File: config.mk
export PLATFORM = sky130hd
export DESIGN_NAME = fft8_twiddle_cmul
export DESIGN_NICKNAME = d
export VERILOG_FILES = /design/src/rtl/fft8_pkg.sv /design/src/rtl/cmul_mag_mult_8.sv /design/src/rtl/fft8_twiddle_cmul.sv
export SDC_FILE = /design/constraint.sdc
export NUM_CORES = 1
export LEC_CHECK = 0
export ABC_CLOCK_PERIOD_IN_PS = 10900
export CAP_MARGIN = 20
export CORE_MARGIN = 8
export CORE_UTILIZATION = 50
export CTS_CLUSTER_DIAMETER = 120
export DETAILED_ROUTE_END_ITERATION = 10
export DONT_BUFFER_PORTS = 1
export HOLD_SLACK_MARGIN = 0.02
export PLACE_DENSITY = 0.65
export SYNTH_ARGS = -nofsm -noshare
export SYNTH_HDL_FRONTEND = slang
export SYNTH_SLANG_ARGS = --single-unit
File: constraint.sdc
create_clock -name clk -period 10.9 [get_ports clk]
set_input_delay 2.18 -clock clk [delete_from_list [all_inputs] [get_ports clk]]
set_output_delay 2.18 -clock clk [all_outputs]
set_load 0.05 [all_outputs]
File: src/rtl/fft8_pkg.sv
// rtl/fft8_pkg.sv - shared widths, twiddle ROM and FSM encoding for the FFT-8 twiddle stage
package fft8_pkg;
  localparam int MAG_W  = 8;
  localparam int SM_W   = MAG_W + 1;
  localparam int PROD_W = 2 * MAG_W;
  localparam int OUT_W  = 2 * MAG_W + 2;

  // W8^k in sign-magnitude ([8]=sign); zero entries carry sign=0
  localparam logic [SM_W-1:0] TW_RE [0:7] = '{
    9'h0FF, 9'h0B5, 9'h000, 9'h1B5, 9'h1FF, 9'h1B5, 9'h000, 9'h0B5
  };
  localparam logic [SM_W-1:0] TW_IM [0:7] = '{
    9'h000, 9'h1B5, 9'h1FF, 9'h1B5, 9'h000, 9'h0B5, 9'h0FF, 9'h0B5
  };

  typedef enum logic [2:0] {
    ST_IDLE  = 3'd0,
    ST_START = 3'd1,
    ST_WAIT  = 3'd2,
    ST_ACC   = 3'd3,
    ST_DONE  = 3'd4
  } state_t;
endpackage

File: src/rtl/cmul_mag_mult_8.sv
// rtl/cmul_mag_mult_8.sv - sequential shift-add unsigned 8x8 multiplier, done pulses 8 cycles after start
module cmul_mag_mult_8 (
  input  logic        clk,
  input  logic        rst,
  input  logic        start,
  input  logic [7:0]  a,
  input  logic [7:0]  b,
  output logic [15:0] p,
  output logic        done
);
  logic [15:0] mcand;
  logic [7:0]  mplier;
  logic [2:0]  cnt;
  logic        busy;

  // The start edge already folds in b[0], so seven more steps land done on cycle start+8.
  always_ff @(posedge clk) begin
    if (rst) begin
      p      <= '0;
      mcand  <= '0;
      mplier <= '0;
      cnt    <= '0;
      busy   <= 1'b0;
      done   <= 1'b0;
    end else begin
      done <= 1'b0;
      if (busy) begin
        if (mplier[0]) p <= p + mcand;
        mcand  <= mcand << 1;
        mplier <= mplier >> 1;
        cnt    <= cnt + 3'd1;
        if (cnt == 3'd7) begin
          busy <= 1'b0;
          done <= 1'b1;
        end
      end else if (start) begin
        p      <= b[0] ? {8'b0, a} : 16'b0;
        mcand  <= {7'b0, a, 1'b0};
        mplier <= {1'b0, b[7:1]};
        cnt    <= 3'd1;
        busy   <= 1'b1;
      end
    end
  end
endmodule

File: src/rtl/fft8_twiddle_cmul.sv
// rtl/fft8_twiddle_cmul.sv - x * W8^k using one shared sequential magnitude multiplier over 4 products
module fft8_twiddle_cmul
  import fft8_pkg::*;
(
  input  logic             clk,
  input  logic             rst,
  input  logic             in_valid,
  output logic             in_ready,
  input  logic [SM_W-1:0]  in_re,
  input  logic [SM_W-1:0]  in_im,
  input  logic [2:0]       tw_idx,
  output logic             out_valid,
  input  logic             out_ready,
  output logic [OUT_W-1:0] out_re,
  output logic [OUT_W-1:0] out_im
);
  state_t state, state_nxt;

  logic [SM_W-1:0]   ar, ai, wr, wi;
  logic [SM_W-1:0]   op_a, op_b;
  logic [1:0]        pcnt;
  logic [2:0]        wcnt;
  logic [PROD_W-1:0] prod;
  logic              mult_start, mult_done, prod_neg, accept;
  logic signed [OUT_W-1:0] acc_re, acc_im, acc_re_nxt, acc_im_nxt, mag_ext, term;

  assign accept = in_valid & in_ready;

  always_ff @(posedge clk) begin
    if (rst) state <= ST_IDLE;
    else     state <= state_nxt;
  end

  always_comb begin
    state_nxt = state;
    case (state)
      ST_IDLE:  if (in_valid) state_nxt = ST_START;
      ST_START: state_nxt = ST_WAIT;
      ST_WAIT:  if (wcnt == 3'(MAG_W - 2)) state_nxt = ST_ACC;
      ST_ACC:   state_nxt = (pcnt == 2'd3) ? ST_DONE : ST_START;
      ST_DONE:  if (out_ready) state_nxt = ST_IDLE;
      default:  state_nxt = ST_IDLE;
    endcase
  end

  always_comb begin
    in_ready   = (state == ST_IDLE);
    out_valid  = (state == ST_DONE);
    mult_start = (state == ST_START);
  end

  // Product order: ar*wr, ai*wi, ar*wi, ai*wr
  always_comb begin
    op_a = ar;
    op_b = wr;
    case (pcnt)
      2'd1: begin op_a = ai; op_b = wi; end
      2'd2: begin op_a = ar; op_b = wi; end
      2'd3: begin op_a = ai; op_b = wr; end
      default: ;
    endcase
  end

  cmul_mag_mult_8 u_mult (
    .clk   (clk),
    .rst   (rst),
    .start (mult_start),
    .a     (op_a[MAG_W-1:0]),
    .b     (op_b[MAG_W-1:0]),
    .p     (prod),
    .done  (mult_done)
  );

  // A zero magnitude is always treated as positive so -0 never perturbs the sums.
  assign prod_neg = (op_a[MAG_W] ^ op_b[MAG_W]) && (prod != '0);
  assign mag_ext  = {2'b00, prod};
  assign term     = prod_neg ? -mag_ext : mag_ext;

  always_comb begin
    acc_re_nxt = acc_re;
    acc_im_nxt = acc_im;
    case (pcnt)
      2'd0:    acc_re_nxt = acc_re + term;
      2'd1:    acc_re_nxt = acc_re - term;
      default: acc_im_nxt = acc_im + term;
    endcase
  end

  always_ff @(posedge clk) begin
    if (rst) begin
      ar     <= '0;
      ai     <= '0;
      wr     <= '0;
      wi     <= '0;
      pcnt   <= '0;
      wcnt   <= '0;
      acc_re <= '0;
      acc_im <= '0;
      out_re <= '0;
      out_im <= '0;
    end else begin
      wcnt <= (state == ST_WAIT) ? wcnt + 3'd1 : 3'd0;
      if (accept) begin
        ar     <= in_re;
        ai     <= in_im;
        wr     <= TW_RE[tw_idx];
        wi     <= TW_IM[tw_idx];
        pcnt   <= '0;
        acc_re <= '0;
        acc_im <= '0;
      end
      if (state == ST_ACC && mult_done) begin
        acc_re <= acc_re_nxt;
        acc_im <= acc_im_nxt;
        pcnt   <= pcnt + 2'd1;
        // Separate output registers keep the result stable after the handshake.
        if (pcnt == 2'd3) begin
          out_re <= acc_re_nxt;
          out_im <= acc_im_nxt;
        end
      end
    end
  end
endmodule

Yosys cells after proc, flatten, opt, wreduce, memory -nomap -nowiden
Memories as Yosys holds them, arrays and structs flattened. A register that Yosys moved wholly into a read port is not among the register bits.
Index checks and enable logic that the tools add are counted.

storage, ports and cells
  memories kept = 2
  input bits = 25
  logic and storage cells = 87
  bits in latches = 0
  register bits = 141
  memory bits (read-only) = 144
  output and inout port bits = 38
  bits in writable memories = 0

operators by class
  mux-type cells = 29
  divide/modulo/power cells = 0
  add/sub/neg operators = 8
  magnitude comparators = 0
  shift operators = 0
  multiply operators = 0
  equality and inequality tests = 13
  bitwise gates (word level) = 5
  reduce and logical (&&, ||, !) cells = 15

memory list
  name             words  width  read ports  clocked after Yosys merged registers in  write ports  line                      source
  (no name shown)  8      9      1           1                                        0            fft8_twiddle_cmul.sv:107  wi <= TW_IM[tw_idx];
  (no name shown)  8      9      1           1                                        0            fft8_twiddle_cmul.sv:106  wr <= TW_RE[tw_idx];

operator list
  operator               count
  $mux W18               5
  $mux W16               5
  $add A18 B18 Y18       2
  $pmux W18 S2           1
  $mux W3                6
  $mux W9                2
  $neg A16 Y18           1
  $sub A18 B18 Y18       1
  $add A16 B16 Y16       1
  $reduce_bool A16 Y1    1
  $pmux W3 S5            1
  $mux W7                2
  $reduce_or A2 Y1       5
  $eq A3 B3 Y1 const B   3
  $mux W8                1
  $add A3 B1 Y3 const B  2
  $eq A3 B2 Y1 const B   2
  $eq A2 B2 Y1 const B   2
  $mux W1                4
  $mux W2                2
  $ne A2 B1 Y1 const B   2
  $ne A2 B2 Y1 const B   2
  $not A3 Y4             1
  $reduce_and A2 Y1      2
  11 further kinds       14

Logic depth before layout (Yosys ltp)
Gate-level depths: netlist of run 1.

  depth in word-level cells = 9
  mapped depth = 23
  gate-level depth less buffers = 21

Cells and area by module
Synthesis of run 1 repeated with hierarchy kept, for this count alone.

unflattened totals
  cells, all modules = 1,153
  area, all modules = 9,068.7 um^2

by module, submodules not included
  module             cells each  seq. area each (um^2)  area an instance (um^2)  times used
  fft8_twiddle_cmul  885         2,082.0                6,760.2                  1
  cmul_mag_mult_8    268         860.8                  2,308.5                  1

Least setup slack after synthesis of run 1
Ideal clock, no wire load.

  path type = flip-flop to flip-flop
  start = register pcnt[0]
  end = register out_re[17]
  path buffers = 2
  data arrival time = 4.766 ns
  setup slack = 6.070 ns
  clock period less this slack = 4.830 ns
  cell stages (with the launch flop) = 21
  required time = 10.837 ns
  cells stage by stage = dfxtp_1 > inv_1 > ha_1 > mux2i_1 > or3_1 > buf_2 > a21o_2 > buf_6 > o41ai_4 > o21a_1 > a31oi_1 > xnor2_1 > ha_1 > and4_1 > a21bo_1 > and2_1 > o211a_1 > or4_1 > and3_1 > a2111o_1 > nand3_1

between the ends
  word-level cells in the longest chain between the ends = 8
  elaborated cells on any way between the ends = 15
  those cells by class = 2 x add/sub; 3 x eq/ne; 4 x mux; 1 x bitwise; 5 x reduce/logical

ends and longest elaborated chain
  item                                                         line                                               source
  from (decl)                                                  fft8_twiddle_cmul.sv:21                            logic [1:0] pcnt;
  from (signal assigned)                                       fft8_twiddle_cmul.sv:115                           pcnt <= pcnt + 2'd1;
  $eq A2 B2 Y1 (tied with other cells)                         fft8_twiddle_cmul.sv:56, fft8_twiddle_cmul.sv:117
  $reduce_or A2 Y1 (no source line)                            -
  $mux W9                                                      fft8_twiddle_cmul.sv:56                            case (pcnt)
  $xor A1 B1 Y1                                                fft8_twiddle_cmul.sv:75                            assign prod_neg = (op_a[MAG_W] ^ op_b[MAG_W]) && (prod != '0);
  $logic_and A1 B1 Y1                                          fft8_twiddle_cmul.sv:75
  $mux W18                                                     fft8_twiddle_cmul.sv:77                            assign term = prod_neg ? -mag_ext : mag_ext;
  $sub A18 B18 Y18 / $add A18 B18 Y18 (equally long branches)  fft8_twiddle_cmul.sv:84, fft8_twiddle_cmul.sv:83
  $pmux W18 S2                                                 fft8_twiddle_cmul.sv:82                            case (pcnt)
  to (signal assigned)                                         fft8_twiddle_cmul.sv:118                           out_re <= acc_re_nxt;
  to (decl)                                                    fft8_twiddle_cmul.sv:14                            output logic [OUT_W-1:0] out_re,

Several ways; a longest one is shown, not always the timed one.
A chain may end at the register's enable or synchronous reset.

Final worst setup path of run 1
Ends and elaborated chain as after synthesis.

==> results of run 1 <==
-- placed cells by master, fill, tap and decap left out, types with 4 or more instances in the layout --
cell	n
a311oi_1	6
clkinv_8	6
a211oi_1	23
o21bai_1	4
nand2_1	137
and4_1	4
a31oi_1	13
o21ai_0	42
a21oi_1	140
dfxtp_1	147
inv_8	4
clkbuf_16	17
nor3b_1	15
nand3_1	29
a2bb2oi_1	6
a22oi_1	23
or2_2	7
nand2b_1	8
buf_4	8
o21a_1	7
o31ai_1	11
nor2_1	154
xor2_1	15
and2_1	11
xnor2_1	51
nand3b_1	6
a21o_1	11
o211ai_1	10
ha_1	56
and3_1	9
or3_1	17
nor3_1	37
o2111ai_1	4
nor2b_1	7
mux2i_1	16
inv_1	35
-- through the flow --
stage               total power [mW]  worst slack, ps  instances
floorplan                      0.957             6070       1203
global placement                1.04             5360       1371
detailed placement              1.04             5230       1371
CTS                             1.66             5180       1403
global route                    1.74             4780       1403
finish                          1.65             5140       1403
-- layout make-up --
type | instances | area [sq um]
clock buffers | 17 | 425
multi-input cells | 946 | 5940
clock inverters | 15 | 206
fillers | 1780 | 8450
repair buffers | 8 | 60.1
flip-flops and latches | 147 | 2940
well taps | 234 | 293
inverters | 36 | 135
-- state kept, by name (all words and copies together), names as in the netlist, 9 cells and up --
register,flops
acc_im,18
acc_re,18
out_im,18
out_re,18
ai,9
ar,9
u_mult.p,16
u_mult.mcand,15
-- worst paths after layout --
check,startpoint,to,slack (ps),depth (start not counted)
setup / recovery,pcnt[0]$_SDFFE_PP0P_,out_re[17]$_SDFFE_PP0P_,5140,18
hold / removal,wcnt[0]$_SDFF_PP0_,wcnt[0]$_SDFF_PP0_,450,1
setup reg to reg,pcnt[0]$_SDFFE_PP0P_,out_re[17]$_SDFFE_PP0P_,5140,18
hold reg to reg,wcnt[0]$_SDFF_PP0_,wcnt[0]$_SDFF_PP0_,450,1
-- worst max-delay path: cells and delay by family, from the launching register on --
kind / cells / cell delay, ps
fa+ha+maj: 2 / 1170
simple gates: 7 / 1500
buf+inv: 1 / 200
flops: 1 / 400
xor+xnor: 1 / 180
compound gates: 7 / 2250
-- cell families (layout without fill, tap and decap cells) --
group / after synthesis / count (layout) / share of synthesized area, %
AND/OR/NAND/NOR: 462 / 462 / 23.4
AO/OA/AOI/OAI: 340 / 340 / 23.6
flip-flops: 147 / 147 / 31.7
buffers and inverters: 110 / 76 / 4.67
XOR/XNOR: 68 / 68 / 6.57
adder cells (fa/ha/maj): 59 / 59 / 8.19
multiplexers: 17 / 17 / 1.84
-- where the power goes --
group | switching, mW | internal [mW] | total (mW)
logic | 0.281 | 0.184 | 0.464
registers | 0.0173 | 0.552 | 0.569
clock network | 0.280 | 0.334 | 0.614
total | 0.578 | 1.07 | 1.65
-- per-layer routing --
metal	routed length, um	share of wire [%]	GRT usage [%]
met5	0	0	0
met2	11400	45	34.6
met4	673	2.7	8.33
met1	11600	46	27.1
met3	1400	5.6	4.74
==> impl_metrics.yaml, run 1 <==
run_status:
  status: "completed"
drt:
  drt-initial-drc-count: 520
  via_per_inst: 5.87
  drcViolationCount: 0
  vias: 8239
  dr.pass1.iters: 5
  ant_nets: 0
  wl_per_cell_um: 17.8
  wl_um: 25000
sta:
  rsz0062_at_grt: "no"
  setup_viol: 0
  setup-tns-final_ps: 0
  relSlewSlack_pct: 28.8
  hold-worst-slack_ps: 450
  skew_ps: 13.1
  max_clock_freq_mhz: 174
  period_needed_ps: 5760
  hold_viol_final: 0
  worst_slew_pin_slew_ps: 1070
  period_share_pct: 52.8
  drv_slew: 0
cts:
  cts_setup_buffers: 0
  htree_levels: 4
  cts_hold_buf: 0
  clockBufferDepth: 2
  cts_buffers: 17
  cts_tree: "yes"
  cts_sinks: 147
  cts.reportedPaths.clkPinSlew_ps: 70
  root_buffer: "clkbuf_16"
  clk_latency_ps: 440
  post_cts_resized: 0
synth:
  syn_nets: 1287
  ys_top_cells_by_area: "dfxtp_1, a21oi_1, ha_1"
  ys_seq_elements: 147
  synth_area_leader_cell: "dfxtp_1"
  ys_warn_count: 0
  synth_edf_count: 0
  synth.most_common_cell: "nor2_1"
  async_flop_share_pct: 0
  ys_top_cells_by_count: "nor2_1, dfxtp_1, a21oi_1"
  ys_seq_area_share_pct: 31.7
  synth_top_area_share_pct: 31.7
  yosysUniqueCellTypes: 78
  syn-cell-area_sq_mm: 0.00929
  syn_area_per_cell_sq_um: 7.73
  ys.flop_type: "dfxtp_1"
  syn_inst: 1203
place:
  placed_area_sq_mm: 0.00937
  port_buffers: 0
  dp_hpwl_um: 17500
  gp_congestion: 0.915
power_and_ir_drop:
  power_density_mw_per_mm2: 165
  power_leakage_nw: 3.99
  ir_drop_uv: 110
floorplanning:
  core_area_sq_mm: 0.0185
  die_w_um: 152
  start_util_pct: 50.4
  ios: 63
  die_area_sq_mm: 0.0232
  die-height_um: 152
  std_cell_rows: 50
global_route:
  grt_max_degree: 137
  overflow: 0
  track_usage_pct: 21.3
  antenna_found_initial: 0
  grt_first_pass_wirelength_um: 40400
  grt_pass1_vias: 7620
cells_and_area:
  diodes: 0
  final_area_sq_mm: 0.0100
  nNetsFinal: 1240
  final_util_pct: 54.2
  drive_above_1_share_pct: 6.07
  syn_to_final_growth_pct: 7.62
job:
  max_cap_viol_count: 0
min_path:
  hp-class: "register to register"
worst_setup_path:
  critPathKind: "register to register"
  required_ps: 11270
  slowest_delay_ps: 800
  critPathMaxFanout: 27
  slowest_stage: "ha_1"
  critPathArrivalTime_ps: 6130
  start_kind: "register"
  path_cells: "ha_1 -> nor3b_1 -> o21ai_1 -> a21o_2 -> inv_2 -> a211o_1 -> a211oi_2 -> and2_1 -> a31oi_1 -> xnor2_1 -> ha_1 -> and2_1 -> nand3_1 -> o211a_1 -> or4_1 -> and3_1 -> a2111o_1 -> nand3_1"
  critPathCaptureType: "register"
(Power assumes the default switching activity.)
==> run 2: changes to the inputs <==
- ABC_CLOCK_PERIOD_IN_PS: 10900 -> 5700
- clock period: 10.9 -> 5.7 ns (I/O delays scaled with it)
==> run 2 against run 1 <==
Against the previous run:
- first-iteration DRC count up 4.8%
- register-to-register slack worse by 4700 ps
- fmax rose by 9.4%
- global-route usage rose by 0.13 points
- critical path type unchanged
- highest routed layer unchanged
==> impl_metrics.yaml, run 2 (synthesis gave the netlist of run 1 again) <==
run_status:
  status: "completed"
sta:
  relSlewSlack_pct: 27.1
  drv_slew: 0
  hold_viol_final: 0
  period_share_pct: 92.3
  setup-tns-final_ps: 0
  period_needed_ps: 5260
  setup_viol: 0
  max_clock_freq_mhz: 190
  worst_slew_pin_slew_ps: 1090
  skew_ps: 15.0
  rsz0062_at_grt: "no"
min_path:
  min_to: "wcnt[0]$_SDFF_PP0_"
  hp-class: "register to register"
  min_path_cells: 1
  min_from: "wcnt[0]$_SDFF_PP0_"
drt:
  via_per_inst: 5.90
  vias: 8289
  wl_um: 25100
  drcViolationCount: 0
  dr.pass1.iters: 5
  drt-initial-drc-count: 545
  ant_nets: 0
  wl_per_cell_um: 17.8
cts:
  cts_sinks: 147
  root_buffer: "clkbuf_16"
  cts_buffers: 17
  clockBufferDepth: 2
  cts_tree: "yes"
  clk_latency_ps: 440
  cts.reportedPaths.clkPinSlew_ps: 70
  htree_levels: 4
cells_and_area:
  final_area_sq_mm: 0.0100
  drive_above_1_share_pct: 6.40
  nNetsFinal: 1243
  diodes: 0
  final_util_pct: 54.3
  syn_to_final_growth_pct: 7.82
  final_common_cell: "nor2_1"
  final_cell_mix: "nor2_1, dfxtp_1, a21oi_1"
worst_setup_path:
  critPathCaptureType: "register"
  start_kind: "register"
  critPathMaxFanout: 15
  slowest_delay_ps: 550
  required_ps: 6070
  r2r_end: "out_re[17]$_SDFFE_PP0P_"
  critPathKind: "register to register"
  rr_worst_depth: 19
  r2r_start: "u_mult.p[0]$_SDFFE_PP0P_"
  slowest_stage: "or4_1"
  path_cells: "inv_1 -> ha_2 -> nor4b_2 -> and4_1 -> a21o_2 -> inv_2 -> a211o_1 -> a211oi_2 -> and2_1 -> a31oi_1 -> xnor2_1 -> ha_1 -> and2_1 -> nand3_1 -> o211a_1 -> or4_1 -> and3_1 -> a2111o_1 -> nand3_1"
  r2r_slack_ps: 440
  critPathArrivalTime_ps: 5630
power_and_ir_drop:
  ir_drop_uv: 251
  power_leakage_nw: 4.00
  power_density_mw_per_mm2: 315
floorplanning:
  die_area_sq_mm: 0.0232
  core_area_sq_mm: 0.0185
  std_cell_rows: 50
  ios: 63
  start_util_pct: 50.4
  die_w_um: 152
  die-height_um: 152
place:
  placed_area_sq_mm: 0.00939
  port_buffers: 0
  dp_hpwl_um: 17800
  gp_congestion: 0.893
global_route:
  antenna_found_initial: 0
  track_usage_pct: 21.5
  grt_first_pass_wirelength_um: 40700
  overflow: 0
  grt_pass1_vias: 7683
  grt_max_degree: 137
job:
  max_cap_viol_count: 0
-- run 2: changes by cell type in the layout (fill, tap and decap cells not counted), sizes merged --
cell,change
buf,+3
bufinv,+1
clkbuf,+1
clkinv,-1
inv,-1
-- run 2: worst max path at each step --
stage,startpoint,to,slack [ps],cells after the start
2_1_floorplan,pcnt[0]$_SDFFE_PP0P_,out_re[17]$_SDFFE_PP0P_,870,20
3_3_place_gp,u_mult.p[0]$_SDFFE_PP0P_,out_re[17]$_SDFFE_PP0P_,580,19
3_5_place_dp,u_mult.p[0]$_SDFFE_PP0P_,out_re[17]$_SDFFE_PP0P_,410,19
4_1_cts,u_mult.p[0]$_SDFFE_PP0P_,out_re[17]$_SDFFE_PP0P_,390,19
5_1_grt,u_mult.p[0]$_SDFFE_PP0P_,out_re[17]$_SDFFE_PP0P_,80,19
6_report,u_mult.p[0]$_SDFFE_PP0P_,out_re[17]$_SDFFE_PP0P_,440,19
-- run 2: critical path: cells and delay by family (launching register included) --
family          cells  cell delay, ps
fa+ha+maj           2             660
buf+inv             2             320
compound gates      6            1710
simple gates        8            1920
flops               1             430
xor+xnor            1             150
-- run 2: what timing repair did --
action / CTS / global route
hold buffers: 0 / 0
endpoints found under the setup margin: 0 / 1
gates resized for setup: 0 / 1
setup buffers: 0 / 0
-- run 2: through the flow --
step           hold slack (ps)  power [mW]  cells  setup slack, ps
2_1_floorplan              417        1.83   1203              870
3_5_place_dp               440        1.98   1374              410
3_3_place_gp               432        1.98   1374              581
4_1_cts                    450        3.17   1406              385
5_1_grt                    483        3.33   1406             75.5
6_report                   449        3.16   1406              437
-- run 2: layout make-up --
| cell class | count | area, sq um |
|---|---|---|
| inverters | 36 | 135 |
| repair buffers | 11 | 82.6 |
| flip-flops and latches | 147 | 2940 |
| fillers | 1749 | 8430 |
| clock buffers | 18 | 439 |
| clock inverters | 14 | 186 |
| multi-input cells | 946 | 5940 |
| well taps | 234 | 293 |
-- run 2: where the power goes --
part / switching, mW / internal [mW] / total, mW
logic: 0.532 / 0.354 / 0.885
registers: 0.0306 / 1.06 / 1.09
clock network: 0.509 / 0.679 / 1.19
-- run 2: metal layers --
layer / global-route usage [%] / share of wire, % / up-vias
met3: 4.40 / 6.0 / 46
met5: 0 / 0 / -
met2: 33.9 / 44 / 216
li1: - / - / 4200
met1: 27.8 / 47 / 3827
met4: 9.66 / 3.3 / 0
==> run 3: changes to the inputs <==
- PLACE_DENSITY: 0.65 -> not set
==> run 3 against run 2 <==
Against the previous run:
- sequential share of layout area barely moved
- non-clock buffer count rose by 1
- hold slack got worse by 1.4 ps
- core utilization fell by 0.075 points
- critical path type unchanged
==> impl_metrics.yaml, run 3 (synthesis gave the netlist of run 1 again) <==
cells_and_area:
  syn_to_final_growth_pct: 7.67
  drive_above_1_share_pct: 6.39
  diodes: 0
  nNetsFinal: 1244
  final_util_pct: 54.2
  final_common_cell: "nor2_1"
  final_cell_mix: "nor2_1, dfxtp_1, a21oi_1"
worst_setup_path:
  slowest_stage: "or4_1"
  critPathMaxFanout: 15
  critPathKind: "register to register"
  critPathCaptureType: "register"
  crit_family: "simple AND/OR/NAND/NOR gates"
  slowest_delay_ps: 550
  critPathArrivalTime_ps: 5620
  start_kind: "register"
  required_ps: 6070
  path_buf_inv: 2
  path_cells: "inv_1 -> ha_1 -> nor4b_2 -> and4_1 -> a21o_2 -> inv_2 -> a211o_1 -> a211oi_2 -> and2_1 -> a31oi_1 -> xnor2_1 -> ha_1 -> and2_1 -> nand3_1 -> o211a_1 -> or4_1 -> and3_1 -> a2111o_1 -> nand3_1"
power_and_ir_drop:
  power_density_mw_per_mm2: 314
  power_leakage_nw: 4.00
  ir_drop_uv: 201
cts:
  cts_hold_buf: 0
  cts.reportedPaths.clkPinSlew_ps: 70
  clockBufferDepth: 2
  cts_tree: "yes"
  cts_sinks: 147
  cts_buffers: 17
  root_buffer: "clkbuf_16"
  cts_setup_buffers: 0
  clk_latency_ps: 430
  htree_levels: 4
  post_cts_resized: 0
floorplanning:
  ios: 63
  die_area_sq_mm: 0.0232
  start_util_pct: 50.4
  std_cell_rows: 50
  core_area_sq_mm: 0.0185
  die-height_um: 152
  die_w_um: 152
drt:
  wl_per_cell_um: 18.1
  dr.pass1.iters: 7
  ant_nets: 0
  drt-initial-drc-count: 466
  wl_um: 25400
  vias: 8249
  via_per_inst: 5.86
  drcViolationCount: 0
sta:
  setup_viol: 0
  rsz0062_at_grt: "no"
  relSlewSlack_pct: 30.6
  period_needed_ps: 5250
  worst_slew_pin_slew_ps: 1040
  hold_viol_final: 0
  period_share_pct: 92.1
  setup-tns-final_ps: 0
  drv_slew: 0
  max_clock_freq_mhz: 191
  skew_ps: 10.2
min_path:
  hp-class: "register to register"
run_status:
  status: "completed"
job:
  max_cap_viol_count: 0
global_route:
  track_usage_pct: 22.1
  grt_first_pass_wirelength_um: 41700
  grt_max_degree: 137
  overflow: 0
  antenna_found_initial: 0
  grt_pass1_vias: 7909
place:
  port_buffers: 0
  gp_congestion: 0.929
  dp_hpwl_um: 18400
-- run 3: power by group --
part | switching (mW) | leakage [nW] | internal [mW]
combinational | 0.543 | 2.51 | 0.352
clock | 0.523 | 0.297 | 0.632
sequential | 0.0326 | 1.19 | 1.06
-- run 3: worst reg2reg max path: stages (launching register included) --
cell and delay [ps]:
dfxtp_1 340, inv_1 110, ha_1 360, nor4b_2 320, and4_1 300, a21o_2 270
inv_2 190, a211o_1 340, a211oi_2 320, and2_1 260, a31oi_1 120, xnor2_1 160
ha_1 370, and2_1 190, nand3_1 90, o211a_1 260, or4_1 550, and3_1 200
a2111o_1 380, nand3_1 60
-- run 3: layer usage --
metal | track usage (%) | up-vias | wire [um] | part of all wire [%]
met5 | 0 | - | 0 | 0
met1 | 27.1 | 3813 | 11400 | 45
li1 | - | 4205 | - | -
met3 | 5.16 | 46 | 1380 | 5.4
met2 | 36.8 | 185 | 12000 | 47
met4 | 9.09 | 0 | 668 | 2.6
-- run 3: worst paths after layout --
check / start / end / slack (ps) / depth (start not counted)
max: u_mult.p[1]$_SDFFE_PP0P_ / out_re[17]$_SDFFE_PP0P_ / 450 / 19
min: wcnt[0]$_SDFF_PP0_ / wcnt[0]$_SDFF_PP0_ / 450 / 1
max reg2reg: u_mult.p[1]$_SDFFE_PP0P_ / out_re[17]$_SDFFE_PP0P_ / 450 / 19
min reg2reg: wcnt[0]$_SDFF_PP0_ / wcnt[0]$_SDFF_PP0_ / 450 / 1
-- run 3: final cells by class --
cell class                      instances  area (sq um)
Inverter                               36           135
Tap cell                              234           293
Clock buffer                           17           425
Sequential cell                       147          2940
Timing Repair Buffer                   12          90.1
Fill cell                            1789          8450
Clock inverter                         15           181
Multi-Input combinational cell        946          5940
-- run 3: through the flow --
step | hold WS (ps) | instances | setup WS (ps) | instance area [sq um] | power [mW]
final | 448 | 1407 | 451 | 10000 | 3.14
after global routing | 475 | 1407 | 52.9 | 10000 | 3.32
after CTS | 450 | 1407 | 473 | 10000 | 3.17
after detailed placement | 439 | 1375 | 488 | 9400 | 2.00
after global placement | 434 | 1375 | 557 | 9400 | 2.00
after floorplan | 417 | 1203 | 870 | 9290 | 1.83
